[config.mk]
export PLATFORM = sky130hd
export DESIGN_NAME = call_dispatcher
export DESIGN_NICKNAME = d
export VERILOG_FILES = /design/src/rtl/call_dispatcher.sv
export SDC_FILE = /design/constraint.sdc
export NUM_CORES = 1
export LEC_CHECK = 0
export BUFFER_PORTS_ARGS = -buffer_cell sky130_fd_sc_hd__buf_2
export CAP_MARGIN = 40
export CORE_ASPECT_RATIO = 2
export CORE_MARGIN = 2
export CORE_UTILIZATION = 35
export DETAILED_ROUTE_END_ITERATION = 6
export SLEW_MARGIN = 10
export SYNTH_ARGS = -nofsm -noshare
export SYNTH_HDL_FRONTEND = slang
export SYNTH_SLANG_ARGS = --single-unit
[constraint.sdc]
create_clock -name clk -period 2.3 [get_ports clk]
set_clock_uncertainty 0.05 [all_clocks]
set_input_delay 0.345 -clock clk [delete_from_list [all_inputs] [get_ports clk]]
set_output_delay 0.345 -clock clk [all_outputs]
set_load 0.02 [all_outputs]
[src/rtl/call_dispatcher.sv]
// Elevator call dispatcher: validates (origin, destination) requests, queues them in a
// small FIFO and issues one trip at a time on the en/in_origin/destination interface.
module call_dispatcher #(
  parameter int unsigned DEPTH   = 4,
  parameter int unsigned NFLOORS = 5,
  parameter int unsigned FW      = 3
) (
  input  logic                         clk,
  input  logic                         reset,
  input  logic                         req_valid,
  input  logic [FW-1:0]                req_origin,
  input  logic [FW-1:0]                req_dest,
  output logic                         req_ready,
  output logic                         req_err,
  input  logic                         emergency_stop,
  input  logic                         idle,
  output logic                         en,
  output logic [FW-1:0]                in_origin,
  output logic [FW-1:0]                destination,
  output logic                         busy,
  output logic [$clog2(DEPTH+1)-1:0]   count
);

  localparam int unsigned PW = $clog2(DEPTH);
  localparam int unsigned CW = $clog2(DEPTH+1);

  typedef enum logic [1:0] {S_IDLE, S_ACK, S_RUN} state_t;

  state_t        r_state, w_state_nxt;
  logic [FW-1:0] r_mem_o [DEPTH];
  logic [FW-1:0] r_mem_d [DEPTH];
  logic [PW-1:0] r_wr_ptr, r_rd_ptr;
  logic [CW-1:0] r_count;
  logic [FW-1:0] r_org, r_dst;
  logic          r_en, r_busy, r_err;
  logic          w_invalid, w_hs, w_push, w_pop;
  logic          w_en_nxt, w_busy_nxt;

  assign w_invalid = (32'(req_origin) >= NFLOORS) | (32'(req_dest) >= NFLOORS)
                   | (req_origin == req_dest);
  assign req_ready = 32'(r_count) < DEPTH;
  assign w_hs      = req_valid & req_ready;
  assign w_push    = w_hs & ~w_invalid;
  // Pop reads only registered occupancy, so a same-cycle push is never bypassed.
  assign w_pop     = (r_state == S_IDLE) & (r_count != '0) & idle & ~emergency_stop;

  always_ff @(posedge clk) begin
    if (w_push) begin
      r_mem_o[r_wr_ptr] <= req_origin;
      r_mem_d[r_wr_ptr] <= req_dest;
    end
  end

  always_ff @(posedge clk or negedge reset) begin
    if (!reset) begin
      r_state  <= S_IDLE;
      r_wr_ptr <= '0;
      r_rd_ptr <= '0;
      r_count  <= '0;
      r_org    <= '0;
      r_dst    <= '0;
      r_en     <= 1'b0;
      r_busy   <= 1'b0;
      r_err    <= 1'b0;
    end else begin
      r_state <= w_state_nxt;
      r_en    <= w_en_nxt;
      r_busy  <= w_busy_nxt;
      r_err   <= w_hs & w_invalid;
      if (w_push) r_wr_ptr <= r_wr_ptr + 1'b1;
      if (w_pop) begin
        r_rd_ptr <= r_rd_ptr + 1'b1;
        r_org    <= r_mem_o[r_rd_ptr];
        r_dst    <= r_mem_d[r_rd_ptr];
      end
      case ({w_push, w_pop})
        2'b10:   r_count <= r_count + 1'b1;
        2'b01:   r_count <= r_count - 1'b1;
        default: r_count <= r_count;
      endcase
    end
  end

  always_comb begin
    w_state_nxt = r_state;
    case (r_state)
      S_IDLE:  if (w_pop) w_state_nxt = S_ACK;
      S_ACK:   if (!idle) w_state_nxt = S_RUN;
      S_RUN:   if (idle)  w_state_nxt = S_IDLE;
      default: w_state_nxt = S_IDLE;
    endcase
  end

  always_comb begin
    w_en_nxt   = 1'b0;
    w_busy_nxt = r_busy;
    case (r_state)
      S_IDLE: begin
        w_en_nxt   = w_pop;
        w_busy_nxt = w_pop;
      end
      S_ACK: begin
        w_en_nxt   = idle;
        w_busy_nxt = 1'b1;
      end
      S_RUN: begin
        w_en_nxt   = 1'b0;
        w_busy_nxt = ~idle;
      end
      default: begin
        w_en_nxt   = 1'b0;
        w_busy_nxt = 1'b0;
      end
    endcase
  end

  assign en          = r_en;
  assign busy        = r_busy;
  assign in_origin   = r_org;
  assign destination = r_dst;
  assign count       = r_count;
  assign req_err     = r_err;

endmodule

==> flow_summary.yaml, run 1 <==
setup_path:
  slowest_delay_ns: 0.53
  cp_max_fo: 2
  critPathLaunchType: "register"
  required_ns: 2.47
  crit_path_end_kind: "register"
  critPathLaunch: "r_state[0]"
  path_cells: "or4b_4 > a31oi_4 > ha_4 > inv_1 > fa_1 > xor2_1 > nor2_1 > xnor2_1"
  reg2reg_setup_slack_ns: 0.12
  slowest_stage: "or4b_4"
  cp_data_arrival_time_ns: 2.35
  rr_startpoint: "r_state[0]"
  critical_path_class: "reg -> reg"
die:
  die_w_um: 54.6
  start_util_pct: 36.5
  die_area_mm2: 0.00574
  pin_count: 24
  core_area_mm2: 0.00491
  die_y_um: 105
  fp-row-count: 36
logic_synthesis:
  syn_nets: 125
  synth_top_area_share_pct: 40.3
  synth_seq_cells: 42
  yosys.area_share.xor_xnor_pct: 3.84
  synth_area_per_cell_um2: 16.6
  synth_edf_count: 24
  synth_top_family_by_area: "multiplexers"
  yosysTopAreaCell: "edfxtp_1"
  synthAdderAreaFrac_pct: 4.61
  synth_cell_type_count: 31
  netlist_instances: 108
  synthSimpleGateAreaFrac_pct: 6.50
  synth_ff_type: "edfxtp_1"
  synth_compound_area_share_pct: 3.49
  muxShareOfSynthArea_pct: 13.3
  syn_area_mm2: 0.00179
  yosysWarnings: 0
  async_flop_share_pct: 42.9
  ys_seq_area_share_pct: 65.4
  synth.area.top_cells: "edfxtp_1 40%, dfrtp_1 25%, mux4_2 7.5%"
cts:
  path_clk_slew_ns: 0.08
  clockBufferDepth: 2
  numCtsBuffers: 5
  root_buffer: "clkbuf_8"
  clk_latency_ns: 0.30
  tritoncts: "built"
  cts-resized-gates: 0
  cts.sinks: 42
  h-tree-depth: 2
global_route:
  met2_usage_pct: 22.8
  grt_pass1_wl_um: 5330
  grtUsageMet3_pct: 2.57
  antenna_found_initial: 0
  grt_use_total_pct: 13.2
  grt.busiest_layer: "met2"
  grt_pass1_vias: 1054
  grt_max_degree: 19
  use_met1_pct: 14.4
  grt-ovfl-total: 0
timing:
  layout_min_cycle_time_ns: 2.18
  grt_setup_unrepaired: "no"
  period_share_pct: 94.9
  final_hold_viol_count: 0
  clock.fmax_mhz: 458
  drv_slew: 0
  slew_headroom_pct: 68.3
  worst_slew_pin_slew_ns: 0.475
  tns_ns: 0
  setup_viol: 0
place:
  place.gp.congestion: 0.709
  io_buffers: 23
  dpl.hpwl_um: 2340
routing:
  vias: 966
  firstDrtPassIters: 4
  dr.first_iter.drc_count: 16
  drc_errors: 0
  vias_per_cell: 4.83
  wl_per_cell_um: 15.9
  ant_nets: 0
  wl_um: 3190
cells_and_area:
  final_common_cell: "edfxtp_1"
  mostFrequentLayoutCells: "24 x edfxtp_1, 23 x buf_2, 18 x dfrtp_1, 8 x inv_1"
  area_growth_pct: 20.8
  layout.nets: 159
  drive_above_1_share_pct: 39.2
  final_util_pct: 44.0
  antenna_cells: 0
min_path:
  hp-class: "in -> reg"
  holdCritStartpoint: "idle"
power:
  fin_total_pwr_mw: 2.63
  power_density_mw_per_mm2: 1210
  ir_worst_vdd_mv: 0.648
  p_leak_nw: 0.888
run:
  maxCapViolCount: 0
run_status:
  status: "finished, final reports clean"
metrics by stage:
| step | setup slack [ns] | std cells | area, um^2 | hold WS (ns) |
|---|---|---|---|---|
| after CTS | 0.0434 | 197 | 2140 | 0.173 |
| after global routing | 0.00294 | 200 | 2160 | 0.191 |
| after floorplan | 0.00166 | 108 | 1800 | -0.000591 |
| after global placement | 0.0802 | 188 | 1990 | 0.264 |
| final | 0.116 | 200 | 2160 | 0.188 |
| after detailed placement | 0.0548 | 188 | 1990 | 0.283 |
critical path: cells and delay by family (launching register included):
kind | cells | cell delay, ns
XOR/XNOR | 2 | 0.28
AO/OA/AOI/OAI | 1 | 0.20
buffers and inverters | 1 | 0.04
adder cells (fa/ha/maj) | 2 | 0.52
AND/OR/NAND/NOR | 2 | 0.64
flip-flops | 1 | 0.38
Yosys cell counts (all sizes together), types with 3 or more instances:
cell and n:
mux2 7, inv 8, buf 3, dfrtp 18, and2 4, edfxtp 24, ha 5, nand2 3
mux4 6, xor2 3, nor2b 3, o21ai 3, xnor2 4, nor2 4
report_power, final:
group / switching (mW) / internal [mW]
clock: 0.260 / 0.435
sequential: 0.144 / 0.962
combinational: 0.410 / 0.415
what timing repair did:
action                                  in CTS  in global routing
setup buffers                                0                  3
hold endpoints to repair                    18                  0
hold buffers                                 1                  0
endpoints found under the setup margin       0                  1
final timing paths:
kind / endpoint / cells after the start
max in group asynchronous: count[0] / 2
max reg2reg: count[2] / 8
min in group asynchronous: req_err / 2
min: r_state[1] / 2
max: count[2] / 8
min reg2reg: count[0] / 1
registers in the layout, indices dropped and copies added (netlist names):
name         count
req_err          1
in_origin        3
r_mem_d         12
r_rd_ptr         2
busy             1
r_state          2
en               1
r_wr_ptr         2
r_mem_o         12
count            3
destination      3
layer usage:
layer | share of wire [%] | vias up
met2 | 59 | 17
li1 | - | 449
met3 | 2.6 | 7
met5 | 0 | -
met1 | 36 | 493
met4 | 2.4 | 0
final cells by class:
cell class,count,area (um^2)
multi-input combinational,55,582
timing repair buffer,30,170
inverter,8,30.0
tap,57,71.3
clock inverter,3,68.8
sequential,42,1170
clock buffer,5,68.8
fill,454,2750
cells by family after synthesis:
| family | Yosys count |
|---|---|
| xor gates and xnor gates | 7 |
| adders and majority gates | 6 |
| buffers and inverters | 11 |
| AOI/OAI and AO/OA | 8 |
| muxes | 14 |
| and+or+nand+nor | 20 |
| DFF | 42 |
No activity file was read; power rests on OpenSTA's default activity.
==> run 2, diff against run 1 <==
CORE_MARGIN = not set   (was 2)
SETUP_SLACK_MARGIN = 0.5   (was not set)
clock period = 2.34 ns   (was 2.3 ns; I/O delays follow)
==> flow_summary.yaml, run 2 (synthesis gave the netlist of run 1 again) <==
place:
  place.gp.congestion: 0.713
  place_ws_ns: 0.0459
  io_buffers: 23
  dpl.hpwl_um: 2330
die:
  die_y_um: 103
  die_area_mm2: 0.00542
  fp-row-count: 36
  core_area_mm2: 0.00491
  pin_count: 24
  die_w_um: 52.6
  start_util_pct: 36.5
global_route:
  met2_usage_pct: 26.6
  grt_max_degree: 19
  grt.busiest_layer: "met2"
  use_met1_pct: 12.3
  antenna_found_initial: 0
  grt_pass1_wl_um: 5090
  grtUsageMet3_pct: 2.65
  grt_use_total_pct: 13.7
  grt-ovfl-total: 0
  grt_pass1_vias: 1068
cts:
  path_clk_slew_ns: 0.08
  cts.sinks: 42
  clk_latency_ns: 0.29
  numCtsBuffers: 5
  tritoncts: "built"
  root_buffer: "clkbuf_8"
  h-tree-depth: 2
  clockBufferDepth: 2
setup_path:
  cp_max_fo: 2
  required_ns: 2.50
  path_cells: "or4b_4 > a31oi_4 > ha_4 > inv_2 > fa_2 > xor2_1 > nor2_1 > xnor2_1"
  cp_data_arrival_time_ns: 2.33
  slowest_stage: "or4b_4"
  critPathLaunchType: "register"
  critical_path_class: "reg -> reg"
  crit_path_end_kind: "register"
  slowest_delay_ns: 0.54
power:
  ir_worst_vdd_mv: 0.598
  power_density_mw_per_mm2: 1110
  p_leak_nw: 0.863
cells_and_area:
  final_common_cell: "edfxtp_1"
  mostFrequentLayoutCells: "24 x edfxtp_1, 23 x buf_2, 18 x dfrtp_1, 7 x inv_1, 6 x mux4_2"
  reg_top3: "r_mem_d x12, r_mem_o x12"
  layout.nets: 158
  drive_above_1_share_pct: 43.0
  area_growth_pct: 18.8
  final_util_pct: 43.3
  fill_cells: 470
  antenna_cells: 0
timing:
  slew_headroom_pct: 69.2
  layout_min_cycle_time_ns: 2.17
  period_share_pct: 92.6
  worst_slew_pin_slew_ns: 0.462
  final_hold_viol_count: 0
  layout_setup_ws_ns: 0.173
  grt_setup_unrepaired: "yes"
  tns_ns: 0
  clock.fmax_mhz: 462
  drv_slew: 0
  setup_viol: 0
routing:
  wl_per_cell_um: 15.4
  vias_per_cell: 4.87
  ant_nets: 0
  vias: 970
  dr.first_iter.drc_count: 14
  wl_um: 3070
  drc_errors: 0
  firstDrtPassIters: 4
run_status:
  status: "finished, final reports clean"
min_path:
  hp-class: "in -> reg"
run:
  maxCapViolCount: 0
run 2: area by class of cell:
class / instances / area (um^2) / area share, %
clock inverters: 3 / 21.3 / 1.00
repair buffers: 29 / 170 / 8.00
clock buffers: 5 / 68.8 / 3.24
well taps: 57 / 71.3 / 3.35
flip-flops and latches: 42 / 1170 / 55.1
inverters: 8 / 30.0 / 1.41
multi-input cells: 55 / 594 / 27.9
run 2: path summary, 6_finish.rpt:
check                                start          end  slack, ns  cells after the start
worst min register to register    count[0]     count[0]       0.45                      1
worst max-delay path            r_state[0]     count[2]       0.17                      8
worst max register to register  r_state[0]     count[2]       0.17                      8
max in group asynchronous            reset  r_wr_ptr[1]       1.46                      2
worst min-delay path                  idle   r_state[1]       0.22                      2
min in group asynchronous            reset      req_err       0.48                      2
run 2: per-stage QoR:
stage	total power [mW]	hold WS, ns	std cells	area, um^2
2_1_floorplan	1.69	0.00541	108	1810
3_3_place_gp	1.88	0.260	187	1990
5_1_grt	2.52	0.211	199	2130
4_1_cts	2.40	0.206	198	2110
6_report	2.37	0.219	199	2130
3_5_place_dp	1.92	0.271	187	1990
run 2: what timing repair did:
item / 4_1_cts / 5_1_grt
resized for setup: 0 / 5
hold endpoints to repair: 18 / 0
buffers inserted: 2 / 1
hold buffers: 1 / 0
endpoints found under the setup margin: 8 / 22
pin swaps: 2 / 0
run 2: critical path, delay by kind of cell, from the launching register on:
family	cells	cell delay [ns]
simple gates	2	0.65
xor+xnor	2	0.28
fa+ha+maj	2	0.48
buf+inv	1	0.03
flops	1	0.39
compound gates	1	0.21
run 2: metal layers:
| metal | vias to the layer above | share of wire (%) |
|---|---|---|
| li1 | 445 | - |
| met1 | 501 | 32 |
| met2 | 17 | 62 |
| met3 | 7 | 2.5 |
| met4 | 0 | 2.5 |
| met5 | - | 0 |
run 2: power by group:
| group | internal, mW | leakage (nW) | total, mW | switching (mW) |
|---|---|---|---|---|
| clock network | 0.210 | 0.0441 | 0.461 | 0.252 |
| logic | 0.416 | 0.385 | 0.825 | 0.409 |
| registers | 0.946 | 0.434 | 1.09 | 0.139 |
| total | 1.57 | 0.863 | 2.37 | 0.800 |
==> run 3, diff against run 2 <==
REMOVE_ABC_BUFFERS = 1   (was not set)
TNS_END_PERCENT = 20   (was not set)
==> flow_summary.yaml, run 3 (synthesis gave the netlist of run 1 again) <==
run_status:
  status: "finished, final reports clean"
global_route:
  grt_max_degree: 19
  grt_pass1_vias: 1052
  grt_use_total_pct: 13.7
  grt_pass1_wl_um: 5100
  grt-ovfl-total: 0
  antenna_found_initial: 0
cts:
  cts.sinks: 42
  path_clk_slew_ns: 0.07
  numCtsBuffers: 5
  clockBufferDepth: 2
  h-tree-depth: 2
  root_buffer: "clkbuf_8"
  clk_latency_ns: 0.29
  tritoncts: "built"
routing:
  ant_nets: 0
  wl_met2_um: 1850
  wl_per_cell_um: 15.5
  highest_layer: "met4"
  vias: 987
  wl_met3_um: 113
  met1_length_um: 1060
  wl_um: 3120
  vias_per_cell: 4.91
  dr.first_iter.drc_count: 18
  firstDrtPassIters: 4
  drc_errors: 0
timing:
  drv_slew: 0
  worst_slew_pin_slew_ns: 0.479
  timing.hold.ws_ns: 0.196
  setup_viol: 0
  layout_setup_ws_ns: 0.223
  grt_setup_unrepaired: "yes"
  layout_min_cycle_time_ns: 2.12
  slew_headroom_pct: 68.0
  clock.fmax_mhz: 472
  period_share_pct: 90.5
  final_hold_viol_count: 0
power:
  ir_worst_vdd_mv: 0.615
  power_density_mw_per_mm2: 1110
  fin_total_pwr_mw: 2.35
  p_leak_nw: 0.867
die:
  start_util_pct: 36.5
  die_w_um: 52.6
  pin_count: 24
  core_area_mm2: 0.00491
  fp-row-count: 36
  die_area_mm2: 0.00542
  die_y_um: 103
cells_and_area:
  layout.nets: 160
  final_cell_count_no_fill: 201
  drive_above_1_share_pct: 39.6
  antenna_cells: 0
  mostFrequentLayoutCells: "24 x edfxtp_1, 23 x buf_2, 18 x dfrtp_1, 7 x inv_1, 7 x buf_4"
  final_util_pct: 43.1
  area_growth_pct: 18.2
  final_common_cell: "edfxtp_1"
  reg_top3: "r_mem_d x12, r_mem_o x12"
place:
  place_inst: 188
  io_buffers: 23
  dpl.hpwl_um: 2280
  place.gp.congestion: 0.712
  place_ws_ns: 0.0738
setup_path:
  critical_path_class: "reg -> reg"
  path_cells: "or4b_4 > a31oi_4 > ha_4 > inv_2 > fa_2 > xor2_1 > nor2_1 > xnor2_1"
  crit_path_end_kind: "register"
  critPathLaunchType: "register"
  required_ns: 2.51
  cp_max_fo: 2
  slowest_delay_ns: 0.53
  slowest_stage: "or4b_4"
  cp_data_arrival_time_ns: 2.28
min_path:
  hp-class: "in -> reg"
run:
  maxCapViolCount: 0
## run 3: cell types whose count changed in the layout (fill, tap and decap cells not counted), sizes merged
cell / change
buf: +2
clkinvlp: -1
clkbuf: +1
## run 3: critical path: cells and delay by family, from the launching register on
kind,cells,cell delay (ns)
AO/OA/AOI/OAI,1,0.19
XOR/XNOR,2,0.28
adder cells (fa/ha/maj),2,0.48
buffers and inverters,1,0.03
flip-flops,1,0.38
AND/OR/NAND/NOR,2,0.64
## run 3: layout make-up
cell class,instances,area (um^2)
clock buffer,6,72.6
clock inverter,2,8.76
fill,472,2790
inverter,8,30.0
multi-input combinational,55,584
sequential,42,1170
tap,57,71.3
timing repair buffer,31,178
## run 3: worst paths after layout
check	slack [ns]	start	cells after the start	to
worst max-delay path	0.22	r_state[0]	8	count[2]
worst min-delay path	0.20	idle	2	r_state[1]
worst max register to register	0.22	r_state[0]	8	count[2]
worst min register to register	0.46	count[0]	1	count[0]
max in group asynchronous	1.45	reset	2	r_state[0]
min in group asynchronous	0.47	reset	2	in_origin[1]
## run 3: power breakdown
group | total, mW | leakage (nW) | switching, mW | internal [mW]
logic | 0.820 | 0.391 | 0.408 | 0.413
clock network | 0.438 | 0.0426 | 0.233 | 0.205
registers | 1.09 | 0.434 | 0.141 | 0.946
total | 2.35 | 0.867 | 0.782 | 1.56
## run 3: per-layer routing
metal	vias up	track usage [%]
met3	6	3.54
met4	0	9.11
li1	451	-
met1	504	13.2
met5	-	0
met2	26	24.2
## run 3: stage by stage
stage	TNS [ns]	cell area (um^2)
after CTS	0	2100
after floorplan	-0.0670	1770
after global placement	0	1980
final	0	2120
after global routing	0	2120
after detailed placement	0	1980
## run 3: timing repair
action                                 CTS  global route
endpoints found under the hold margin   18             0
resized for setup                        2             2
hold buffers                             1             0
setup buffers                            3             1
setup endpoints to repair                8            20
pin swaps                                4             2
